<file path="config.mk">
export PLATFORM = sky130hd
export DESIGN_NAME = stage0_flat
export DESIGN_NICKNAME = d
export VERILOG_FILES = /design/src/rtl/stage0_pkg.sv /design/src/rtl/stage0_if.sv /design/src/rtl/stage0_fetch_skid.sv /design/src/rtl/stage0.sv /design/src/flat_wrapper.sv
export SDC_FILE = /design/constraint.sdc
export NUM_CORES = 1
export LEC_CHECK = 0
export CORE_ASPECT_RATIO = 0.6
export CORE_MARGIN = 8
export CORE_UTILIZATION = 33
export CTS_CLUSTER_SIZE = 20
export DETAILED_ROUTE_END_ITERATION = 12
export GPL_TIMING_DRIVEN = 0
export SYNTH_ARGS = -nofsm -noshare
export SYNTH_HDL_FRONTEND = slang
export SYNTH_SLANG_ARGS = --single-unit
</file>
<file path="constraint.sdc">
create_clock -name clk -period 5.3 [get_ports clk]
set_clock_uncertainty 0.05 [all_clocks]
set_input_delay 0.795 -clock clk [delete_from_list [all_inputs] [get_ports clk]]
set_output_delay 0.795 -clock clk [all_outputs]
set_load 0.05 [all_outputs]
</file>
<file path="src/rtl/stage0_pkg.sv">
// Shared CPU pipeline package.
// Holds the instruction width, the bubble encoding and the fetch FSM state
// encoding used by the fetch stage, its bus interface and its skid buffer.
package stage0_pkg;

    localparam int INSTR_W = 32;

    typedef logic [INSTR_W-1:0] word_t;

    // addi x0,x0,0 -- the canonical RISC-V no-op used for pipeline bubbles
    localparam word_t NOP_INSTR = 32'h00000013;

    // Fetch FSM state encoding
    localparam logic [1:0] ST_FETCH   = 2'd0;
    localparam logic [1:0] ST_HOLD    = 2'd1;
    localparam logic [1:0] ST_DISCARD = 2'd2;

    // Force an address onto a word boundary
    function automatic word_t align_word(input word_t addr);
        return {addr[INSTR_W-1:2], 2'b00};
    endfunction

endpackage

</file>
<file path="src/rtl/stage0_if.sv">
// Instruction memory request/response bus.
//   imem_req  : fetch stage requests a word at imem_addr
//   imem_addr : word-aligned request address
//   imem_ack  : memory response valid; imem_data is valid in the same cycle
//   imem_data : fetched instruction word
// master = fetch stage, slave = instruction memory.
interface stage0_if;
    import stage0_pkg::*;

    logic  imem_req;
    word_t imem_addr;
    logic  imem_ack;
    word_t imem_data;

    modport master (
        output imem_req,
        output imem_addr,
        input  imem_ack,
        input  imem_data
    );

    modport slave (
        input  imem_req,
        input  imem_addr,
        output imem_ack,
        output imem_data
    );

endinterface

</file>
<file path="src/rtl/stage0_fetch_skid.sv">
// fetch_skid: one-entry buffer that parks a fetched word (and its PC) while
// the downstream stage is stalled.
//   clk, rst   : clock and synchronous active-high reset
//   load       : capture load_pc/load_instr
//   unload     : entry has been consumed by the outputs
//   clear      : flush the entry (redirect)
//   pc, instr  : buffered PC and instruction word
module fetch_skid
    import stage0_pkg::*;
(
    input  logic  clk,
    input  logic  rst,
    input  logic  load,
    input  logic  unload,
    input  logic  clear,
    input  word_t load_pc,
    input  word_t load_instr,
    output word_t pc,
    output word_t instr
);

    word_t pc_reg;
    word_t instr_reg;

    always_ff @(posedge clk) begin
        if (rst || clear || unload) begin
            pc_reg    <= '0;
            instr_reg <= '0;
        end else if (load) begin
            pc_reg    <= load_pc;
            instr_reg <= load_instr;
        end
    end

    assign pc    = pc_reg;
    assign instr = instr_reg;

endmodule

</file>
<file path="src/rtl/stage0.sv">
// stage0: instruction fetch stage.
// Issues word fetches to instruction memory, registers the returned word for
// decode, inserts bubbles on missing data or redirects, and parks a word in a
// one-entry skid buffer when decode stalls.
//   clk, rst        : clock, synchronous active-high reset
//   en              : downstream advance enable (low = stall, outputs hold)
//   branch_taken    : one-cycle redirect request
//   branch_target   : redirect address (low two bits ignored)
//   imem            : instruction memory bus (master side)
//   PC_out          : address of instr_out
//   instr_out       : registered instruction word
//   valid_out       : instr_out is a real instruction (low = bubble)
module stage0
    import stage0_pkg::*;
#(
    parameter word_t RESET_VECTOR = 32'h00000000,
    parameter word_t NOP_INSTR    = stage0_pkg::NOP_INSTR
) (
    input  logic     clk,
    input  logic     rst,
    input  logic     en,
    input  logic     branch_taken,
    input  word_t    branch_target,
    stage0_if.master imem,
    output word_t    PC_out,
    output word_t    instr_out,
    output logic     valid_out
);

    logic [1:0] state_reg, state_next;
    word_t      fetch_pc_reg, fetch_pc_next;
    word_t      target_reg, target_next;
    word_t      pc_out_reg, pc_out_next;
    word_t      instr_reg, instr_next;
    logic       valid_reg, valid_next;

    logic       skid_load, skid_unload, skid_clear;
    word_t      skid_pc, skid_instr;
    word_t      branch_aligned;

    assign branch_aligned = align_word(branch_target);

    // HOLD already owns a word, so no request is outstanding there. DISCARD
    // keeps the old request up until memory answers it.
    assign imem.imem_req  = !rst && (state_reg != ST_HOLD);
    assign imem.imem_addr = fetch_pc_reg;

    always_comb begin
        state_next    = state_reg;
        fetch_pc_next = fetch_pc_reg;
        target_next   = target_reg;
        pc_out_next   = pc_out_reg;
        instr_next    = instr_reg;
        valid_next    = valid_reg;
        skid_load     = 1'b0;
        skid_unload   = 1'b0;
        skid_clear    = 1'b0;

        if (branch_taken) begin
            // Redirect beats both stall and memory response: always a bubble.
            instr_next = NOP_INSTR;
            valid_next = 1'b0;
            case (state_reg)
                ST_HOLD: begin
                    skid_clear    = 1'b1;
                    fetch_pc_next = branch_aligned;
                    state_next    = ST_FETCH;
                end
                ST_DISCARD: begin
                    // Newer redirect wins; if memory answers now, go straight on.
                    if (imem.imem_ack) begin
                        fetch_pc_next = branch_aligned;
                        state_next    = ST_FETCH;
                    end else begin
                        target_next = branch_aligned;
                    end
                end
                default: begin
                    if (imem.imem_ack) begin
                        fetch_pc_next = branch_aligned;
                    end else begin
                        // Request is in flight; it must complete before the
                        // address may change, so park the target.
                        target_next = branch_aligned;
                        state_next  = ST_DISCARD;
                    end
                end
            endcase
        end else begin
            case (state_reg)
                ST_HOLD: begin
                    if (en) begin
                        pc_out_next   = skid_pc;
                        instr_next    = skid_instr;
                        valid_next    = 1'b1;
                        skid_unload   = 1'b1;
                        fetch_pc_next = fetch_pc_reg + 32'd4;
                        state_next    = ST_FETCH;
                    end
                end
                ST_DISCARD: begin
                    if (en) begin
                        instr_next = NOP_INSTR;
                        valid_next = 1'b0;
                    end
                    if (imem.imem_ack) begin
                        fetch_pc_next = target_reg;
                        state_next    = ST_FETCH;
                    end
                end
                default: begin
                    if (imem.imem_ack) begin
                        if (en) begin
                            pc_out_next   = fetch_pc_reg;
                            instr_next    = imem.imem_data;
                            valid_next    = 1'b1;
                            fetch_pc_next = fetch_pc_reg + 32'd4;
                        end else begin
                            skid_load  = 1'b1;
                            state_next = ST_HOLD;
                        end
                    end else if (en) begin
                        instr_next = NOP_INSTR;
                        valid_next = 1'b0;
                    end
                end
            endcase
        end
    end

    always_ff @(posedge clk) begin
        if (rst) begin
            state_reg    <= ST_FETCH;
            fetch_pc_reg <= RESET_VECTOR;
            target_reg   <= '0;
            pc_out_reg   <= '0;
            instr_reg    <= NOP_INSTR;
            valid_reg    <= 1'b0;
        end else begin
            state_reg    <= state_next;
            fetch_pc_reg <= fetch_pc_next;
            target_reg   <= target_next;
            pc_out_reg   <= pc_out_next;
            instr_reg    <= instr_next;
            valid_reg    <= valid_next;
        end
    end

    fetch_skid u_skid (
        .clk        (clk),
        .rst        (rst),
        .load       (skid_load),
        .unload     (skid_unload),
        .clear      (skid_clear),
        .load_pc    (fetch_pc_reg),
        .load_instr (imem.imem_data),
        .pc         (skid_pc),
        .instr      (skid_instr)
    );

    assign PC_out    = pc_out_reg;
    assign instr_out = instr_reg;
    assign valid_out = valid_reg;

endmodule
</file>
<file path="src/flat_wrapper.sv">
// flat-port wrapper written by rule: the top's interface ports become plain ports
module stage0_flat import stage0_pkg::*;
#(
    parameter word_t RESET_VECTOR = 32'h00000000,
    parameter word_t NOP_INSTR    = stage0_pkg::NOP_INSTR
)
  (clk, rst, en, branch_taken, branch_target, PC_out, instr_out, valid_out, imem_imem_req, imem_imem_addr, imem_imem_ack, imem_imem_data);
  stage0_if imem_i ();
  input  logic clk;
  input  logic rst;
  input  logic en;
  input  logic branch_taken;
  input  word_t branch_target;
  output word_t PC_out;
  output word_t instr_out;
  output logic valid_out;
  output wire logic [$bits(imem_i.imem_req)-1:0] imem_imem_req;
  output wire logic [$bits(imem_i.imem_addr)-1:0] imem_imem_addr;
  input wire logic [$bits(imem_i.imem_ack)-1:0] imem_imem_ack;
  input wire logic [$bits(imem_i.imem_data)-1:0] imem_imem_data;
  assign imem_imem_req = imem_i.imem_req;
  assign imem_imem_addr = imem_i.imem_addr;
  assign imem_i.imem_ack = imem_imem_ack;
  assign imem_i.imem_data = imem_imem_data;
  stage0 #(.RESET_VECTOR(RESET_VECTOR), .NOP_INSTR(NOP_INSTR)) u_core (.clk(clk), .rst(rst), .en(en), .branch_taken(branch_taken), .branch_target(branch_target), .imem(imem_i), .PC_out(PC_out), .instr_out(instr_out), .valid_out(valid_out));
endmodule
</file>
### Word-level counts from Yosys, hierarchy flattened

Index checks and enable logic that the tools add are counted.

* add/sub/neg operators: 1
* multipliers: 0
* divide/modulo/power cells: 0
* magnitude comparators: 0
* equal/unequal tests: 10
* shifts and indexed selects: 0
* mux-type cells: 37
* bitwise logic cells: 4
* reduce and logical (&&, ||, !) cells: 13

Operator list (count)
* $mux W32: 13
* $pmux W32 S2: 3
* $add A32 B3 Y32 const B: 1
* $mux W1: 12
* $mux W2: 6
* $pmux W2 S2: 2
* $ne A3 B3 Y1 const B: 2
* $reduce_and A5 Y1: 1
* $ne A2 B2 Y1 const B: 2
* $ne A4 B1 Y1 const B: 1
* $ne A4 B2 Y1 const B: 1
* $not A1 Y1: 4
* $reduce_and A2 Y1: 2
* $reduce_and A4 Y1: 1
* $reduce_bool A4 Y1: 1
* $reduce_or A2 Y1: 2
* $ne A3 B2 Y1 const B: 1
* $reduce_and A3 Y1: 1
* $eq A2 B1 Y1 const B: 1
* $eq A2 B2 Y1 const B: 1
* $logic_or A1 B1 Y1: 2
* $ne A2 B1 Y1 const B: 1
* $pmux W1 S2: 1
* $reduce_bool A2 Y1: 1
* other kinds (2): 2

* register bits: 193
* latch bits: 0
* bits in writable memories: 0
* memory bits (read-only): 0
* input port bits: 69
* output and inout port bits: 98
* word-level logic and storage cells: 73
* memories kept: 0

### Logic depth before layout (Yosys ltp)

Gate-level depths: netlist of run 1.

* depth in word-level cells: 5
* mapped depth: 10
* depth with buffers taken out: 7

### Hierarchy

From an unflattened synthesis of run 1, not the netlist that was laid out.

* cells, all modules: 1020
* area total of the unflattened synthesis: 8851.0 um^2

Modules (own cells, without submodules)
* stage0: times used 1, cells each 813, area each 6553.8 um^2, seq. area each 2542.4 um^2
* fetch_skid: times used 1, cells each 207, area each 2297.2 um^2, seq. area each 1281.2 um^2

### Worst setup path after synthesis of run 1

Ideal clock, no wire load.

* path type: input to output
* start: input port rst
* end: output port imem_imem_req
* arrival time: 2.037 ns
* data required time: 4.455 ns
* path slack: 2.418 ns
* cell stages on the path: 4
* buffers on the path: 3
* cells stage by stage: clkbuf_1 > clkbuf_1 > clkbuf_1 > nor2_1

* cells in the longest elaborated chain, start to end: 2

RTL lines
* start: declaration: line flat_wrapper.sv:10 `input logic rst;`
* $logic_not A1 Y1: line stage0.sv:45 `assign imem.imem_req = !rst && (state_reg != ST_HOLD);`
* $logic_and A1 B1 Y1: line stage0.sv:45
* end: declaration: line flat_wrapper.sv:17 `output wire logic [$bits(imem_i.imem_req)-1:0] imem_imem_req;`

No other way between the ends.

### Worst setup path in the final report of run 1

Same ends and word-level chain as after synthesis.

==> results.py, run 1 <==
metrics = {
    "synth": {
        "synth-xor-area-share_pct": 1.450,
        "synth_compound_area_share_pct": 23.68,
        "ys_ff_latch": 187,
        "syn_inst": 1057,
        "synth-async-reset-ratio_pct": 0,
        "muxShareOfSynthArea_pct": 4.143,
        "syn_avg_cell_area_um2": 8.000,
        "synth_top_cells_by_count": "nand2_1 (223), dfxtp_1 (187), a21oi_1 (128)",
        "synth.most_common_cell": "nand2_1",
        "yosysTopAreaCell": "dfxtp_1",
        "synth_top_flop_cell": "dfxtp_1",
        "yosysSeqAreaShare_pct": 44.27,
        "synth_area_um2": 8456,
        "ys_top_cells_by_area": "dfxtp_1 (44%), nand2_1 (9.9%), a21oi_1 (7.6%), nor2_1 (4.2%), mux2i_1 (4.1%)",
        "synthAdderAreaFrac_pct": 0.4439,
        "synth_edf_count": 0,
        "yosysUniqueCellTypes": 61,
        "yosys.area_share.simple_pct": 20.33,
        "yosys.area.top_type_share_pct": 44.27,
        "yosys_warnings": 0,
        "synth_top_family_by_area": "compound AO/OA/AOI/OAI gates",
    },
    "sta": {
        "rsz0062_at_grt": "false",
        "hold_viol": 0,
        "worst_pin_slew_ns": 0.8745,
        "finalSetupViolations": 0,
        "tns_ns": 0,
        "fmax_mhz": 224.2,
        "slew_headroom_pct": 41.70,
        "fin_crit_ns": 4.460,
        "slew_viol_final": 0,
        "period_share_pct": 84.15,
    },
    "die": {
        "die_x_um": 222.7,
        "die_area_um2": 31170,
        "core-area_um2": 25220,
        "start_util_pct": 33.52,
        "io_pins": 167,
        "fp.dieH_um": 140.0,
        "num_rows": 45,
    },
    "min_path": {
        "holdCritStartpoint": "u_core.target_reg[29]$_SDFFE_PP0P_",
        "hold_path_depth": 2,
        "holdPathEnd": "u_core.target_reg[29]$_SDFFE_PP0P_",
        "hold_path_class": "reg -> reg",
    },
    "power": {
        "power.density_nw_per_um2": 314.5,
        "power_mw": 3.472,
        "irDropWorstVdd_v": 0.0001791,
        "power_leakage_nw": 3.729,
    },
    "setup_path": {
        "r2r_slack_ns": 2.62,
        "crit_path_end_kind": "output pin",
        "worst_ep_arrival_time_ns": 3.61,
        "critical_path.max_fanout": 10,
        "worstSetupStartpointType": "input pin",
        "critical_path.startpoint": "rst",
        "required_ns": 4.45,
        "reg2reg_from": "u_core.state_reg[0]$_SDFFE_PP0P_",
        "worstReg2RegEnd": "u_core.imem.imem_addr[31]$_SDFFE_PP0P_",
        "reg2reg_depth": 10,
        "path_class": "in -> out",
    },
    "routing": {
        "viasPerCell": 5.223,
        "dr.pass1.iters": 5,
        "ant_nets": 0,
        "routed_wl_mm": 30.42,
        "drt_iter0_drc": 862,
        "drc": 0,
        "vias": 8253,
        "wl_per_cell_um": 19.25,
    },
    "cts": {
        "cts_hold_buffers": 0,
        "cts_root_buf": "clkbuf_16",
        "clk_pin_slew_worst_paths_ns": 0.06,
        "cts_buffer_depth": 2,
        "cts_tree": "yes",
        "cts_setup_buffers": 0,
        "clock_sinks": 187,
        "clk_latency_ns": 0.44,
        "cts_resized": 0,
        "cts_buffers": 17,
        "cts_max_level": 4,
    },
    "status": {
        "status": "finished clean",
    },
    "grt": {
        "track_usage_pct": 19.04,
        "grt_pass1_wl_mm": 46.90,
        "grt_pass1_vias": 7595,
        "grt.overflow.total": 0,
        "grt_start_max_net_pins": 17,
        "antenna_found_initial": 1,
    },
    "cells_and_area": {
        "fin_nets": 1310,
        "areaGrowthSynthToFinish_pct": 30.57,
        "fillerInstances": 2548,
        "multi_input_area_um2": 4247,
        "num_antenna_cells": 0,
        "register_area_um2": 3744,
        "drive_above_1_share_pct": 4.716,
        "layoutNonFillerInstCount": 1580,
    },
    "placement": {
        "hpwl_mm": 23.19,
        "globalplace.congestion": 0.8655,
        "dpl.cell_count": 1548,
        "port_buffers": 159,
    },
    "run": {
        "max-cap-violations": 0,
    },
}
==> cell usage in the layout, fill, tap and decap left out, types with 3 or more instances in the layout <==
cell               n
a211oi_1          41
a21oi_1          128
a221o_1            5
a22o_1            32
a22oi_1           31
a311oi_1           3
a31oi_1            6
and2_1             4
and3_1             6
and4_1             6
buf_1              4
buf_2             15
buf_4              4
clkbuf_1          78
clkbuf_16         17
clkdlybuf4s50_1  159
clkinv_2           4
clkinvlp_4         3
conb_1             4
dfxtp_1          187
ha_1               3
inv_1             19
mux2i_1           35
nand2_1          223
nand2b_1           6
nand3_1            8
nand4_1            8
nor2_1            94
nor2b_1            3
nor3_1             7
o211ai_1          12
o21ai_0           30
o21ai_1            3
o22ai_1            3
or3_1              4
xnor2_1            6
xor2_1             8
==> where the power goes <==
group	switching (mW)	internal, mW	leakage (nW)
sequential	0.0606	1.47	1.52
combinational	0.433	0.226	1.93
clock	0.578	0.707	0.273
==> metrics by stage <==
| stage | setup slack, ns | hold slack (ns) | area, um2 | util, % |
|---|---|---|---|---|
| floorplan | 2.418 | 0.3812 | 8467 | - |
| global placement | 0.9175 | 0.3865 | 10470 | 41.51 |
| detailed placement | 0.8954 | 0.3929 | 10470 | 41.51 |
| CTS | 0.8843 | 0.4025 | 11040 | 43.77 |
| global route | 0.7249 | 0.4144 | 11040 | 43.77 |
| finish | 0.8402 | 0.4024 | 11040 | 43.77 |
==> cell type report <==
type                            instances  area share (%)
Clock buffer                           21           4.080
Clock inverter                         11           1.088
Timing Repair Buffer                  159           14.42
Sequential cell                       187           33.91
Multi-Input combinational cell        755           38.46
Tap cell                              329           3.728
Buffer                                 98           3.638
Inverter                               20          0.6800
==> metal layers <==
| metal | GRT usage, % | part of all wire [%] | up-vias |
|---|---|---|---|
| met1 | 29.77 | 51 | 3845 |
| li1 | - | - | 4046 |
| met3 | 4.670 | 8.5 | 27 |
| met2 | 25.21 | 39 | 333 |
| met5 | 0 | 0.043 | - |
| met4 | 4.351 | 0.97 | 2 |
==> cell families after synthesis <==
kind of cell	count (synthesis)
compound gates	312
xor+xnor	14
simple gates	387
fa+ha+maj	3
other cells	1
mux	35
buf+inv	118
flops	187
==> critical path, cell delays in order <==
cell and delay [ns]:
clkdlybuf4s50_1 0.57, clkbuf_1 0.40, clkbuf_1 0.55, clkbuf_1 0.45
nor2_1 0.10, clkdlybuf4s50_1 0.74
==> worst max-delay path by stage <==
| stage | to | slack, ns | cells after the start |
|---|---|---|---|
| finish | imem_imem_req | 0.84 | 6 |
| global route | imem_imem_req | 0.72 | 6 |
| global placement | imem_imem_req | 0.92 | 6 |
| CTS | imem_imem_req | 0.88 | 6 |
| floorplan | imem_imem_req | 2.42 | 4 |
| detailed placement | imem_imem_req | 0.90 | 6 |
(Power assumes the default switching activity.)
==> inputs of run 2 (changes only) <==
clock period = 3.7 ns   (was 5.3 ns; I/O delays follow)
==> run 2 against run 1 <==
Net effect:
- cell count hardly changed
- count of clock-buffer cells in the layout stayed put
- critical endpoint unchanged
- wire length hardly changed
- first-iteration DRC count is 6.5% lower
- sequential cell count stayed put
- hold slack worse by 0.0013 ns
- highest routed layer unchanged
==> results.py, run 2 (same netlist as run 1, synthesis figures left out) <==
metrics = {
    "cells_and_area": {
        "multi_input_area_um2": 4247,
        "fillerInstances": 2545,
        "layoutNonFillerInstCount": 1579,
        "drive_above_1_share_pct": 4.800,
        "final_common_cell": "nand2_1",
        "areaGrowthSynthToFinish_pct": 30.54,
        "fin_nets": 1309,
        "final_cell_mix": "nand2_1 (223), dfxtp_1 (187), clkdlybuf4s50_1 (159), a21oi_1 (128), nor2_1 (94)",
        "num_antenna_cells": 0,
        "register_area_um2": 3744,
    },
    "cts": {
        "clk_latency_ns": 0.44,
        "cts_tree": "yes",
        "clk_pin_slew_worst_paths_ns": 0.07,
        "cts_buffer_depth": 2,
        "cts_hold_buffers": 0,
        "cts_root_buf": "clkbuf_16",
        "cts_resized": 1,
        "clock_sinks": 187,
        "cts_max_level": 4,
        "cts_setup_buffers": 0,
        "cts_buffers": 17,
    },
    "grt": {
        "antenna_found_initial": 1,
        "grt.overflow.total": 0,
        "grt_pass1_vias": 7591,
        "grt_start_max_net_pins": 20,
        "grt_pass1_wl_mm": 46.84,
        "track_usage_pct": 19.03,
    },
    "die": {
        "die_x_um": 222.7,
        "num_rows": 45,
        "core-area_um2": 25220,
        "start_util_pct": 33.52,
        "io_pins": 167,
        "fp.dieH_um": 140.0,
        "die_area_um2": 31170,
    },
    "setup_path": {
        "cp_num_cells": 5,
        "crit_family": "buffers and inverters",
        "reg2reg_depth": 10,
        "cp_common_cell": "clkdlybuf4s50_1",
        "path_class": "in -> out",
        "crit_path_end_kind": "output pin",
        "critical_path.max_fanout": 19,
        "required_ns": 3.09,
        "crit_slowest_cell": "clkdlybuf4s50_1",
        "worst_ep_arrival_time_ns": 2.87,
        "critPathBufInv": 4,
        "slowest_delay_ns": 0.74,
        "cp_cell_sequence": "clkdlybuf4s50_1, clkbuf_1, clkbuf_2, nor2_1, clkdlybuf4s50_1",
        "worstSetupStartpointType": "input pin",
    },
    "routing": {
        "ant_nets": 0,
        "drt_iter0_drc": 806,
        "wl_per_cell_um": 19.24,
        "drc": 0,
        "vias": 8241,
        "dr.pass1.iters": 5,
        "routed_wl_mm": 30.39,
        "viasPerCell": 5.219,
    },
    "placement": {
        "dpl.cell_count": 1548,
        "hpwl_mm": 23.19,
        "port_buffers": 159,
        "globalplace.congestion": 0.8655,
    },
    "min_path": {
        "hold_path_class": "reg -> reg",
        "hold_path_depth": 2,
    },
    "power": {
        "power_mw": 4.970,
        "power.density_nw_per_um2": 450.3,
        "irDropWorstVdd_v": 0.0002563,
        "power_leakage_nw": 3.731,
    },
    "status": {
        "status": "finished clean",
    },
    "sta": {
        "rsz0062_at_grt": "false",
        "period_share_pct": 93.80,
        "timing.hold.ws_ns": 0.4012,
        "fmax_mhz": 288.1,
        "finalSetupViolations": 0,
        "worst_pin_slew_ns": 0.8876,
        "hold_viol": 0,
        "slew_headroom_pct": 40.82,
        "slew_viol_final": 0,
        "fin_crit_ns": 3.471,
    },
    "run": {
        "max-cap-violations": 0,
    },
}
run 2: changes by cell type in the layout (fill, tap and decap cells not counted):
| cell | before | now |
|---|---|---|
| clkbuf_1 | 78 | 76 |
| clkbuf_2 | 0 | 1 |
run 2: where the power goes:
group	internal, mW	switching, mW	total, mW
logic	0.324	0.619	0.943
registers	2.10	0.0862	2.19
clock network	1.01	0.825	1.84
total	3.44	1.53	4.97
run 2: tightest hold or removal path, stage by stage (launching register included):
cell     delay [ns]
dfxtp_1        0.31
nand2_1        0.05
a21oi_1        0.05
run 2: final cells by class:
type | count | share of cell area, %
inverters | 20 | 0.6801
well taps | 329 | 3.729
plain buffers | 97 | 3.616
flip-flops and latches | 187 | 33.92
repair buffers | 159 | 14.42
clock buffers | 21 | 4.081
clock inverters | 11 | 1.088
multi-input cells | 755 | 38.47
run 2: through the flow:
step | TNS (ns) | worst slack (ns) | util (%) | cell area, um2
final | 0 | 0.2295 | 43.76 | 11040
after global routing | 0 | 0.1270 | 43.76 | 11040
after CTS | 0 | 0.2377 | 43.76 | 11040
after detailed placement | -0.2246 | -0.2246 | 41.51 | 10470
after global placement | -0.2025 | -0.2025 | 41.51 | 10470
after floorplan | 0 | 1.298 | - | 8467
run 2: final timing paths:
path,start,to,slack [ns]
max,rst,imem_imem_req,0.23
min,u_core.target_reg[14]$_SDFFE_PP0P_,u_core.target_reg[14]$_SDFFE_PP0P_,0.40
max reg2reg,u_core.state_reg[0]$_SDFFE_PP0P_,u_core.imem.imem_addr[31]$_SDFFE_PP0P_,1.06
min reg2reg,u_core.target_reg[14]$_SDFFE_PP0P_,u_core.target_reg[14]$_SDFFE_PP0P_,0.40
run 2: routing by layer:
layer,track usage (%),up-vias,wire length [um]
li1,-,4044,-
met1,29.67,3843,15630
met2,25.19,327,11890
met3,4.795,25,2492
met4,4.351,2,357
met5,0,-,13
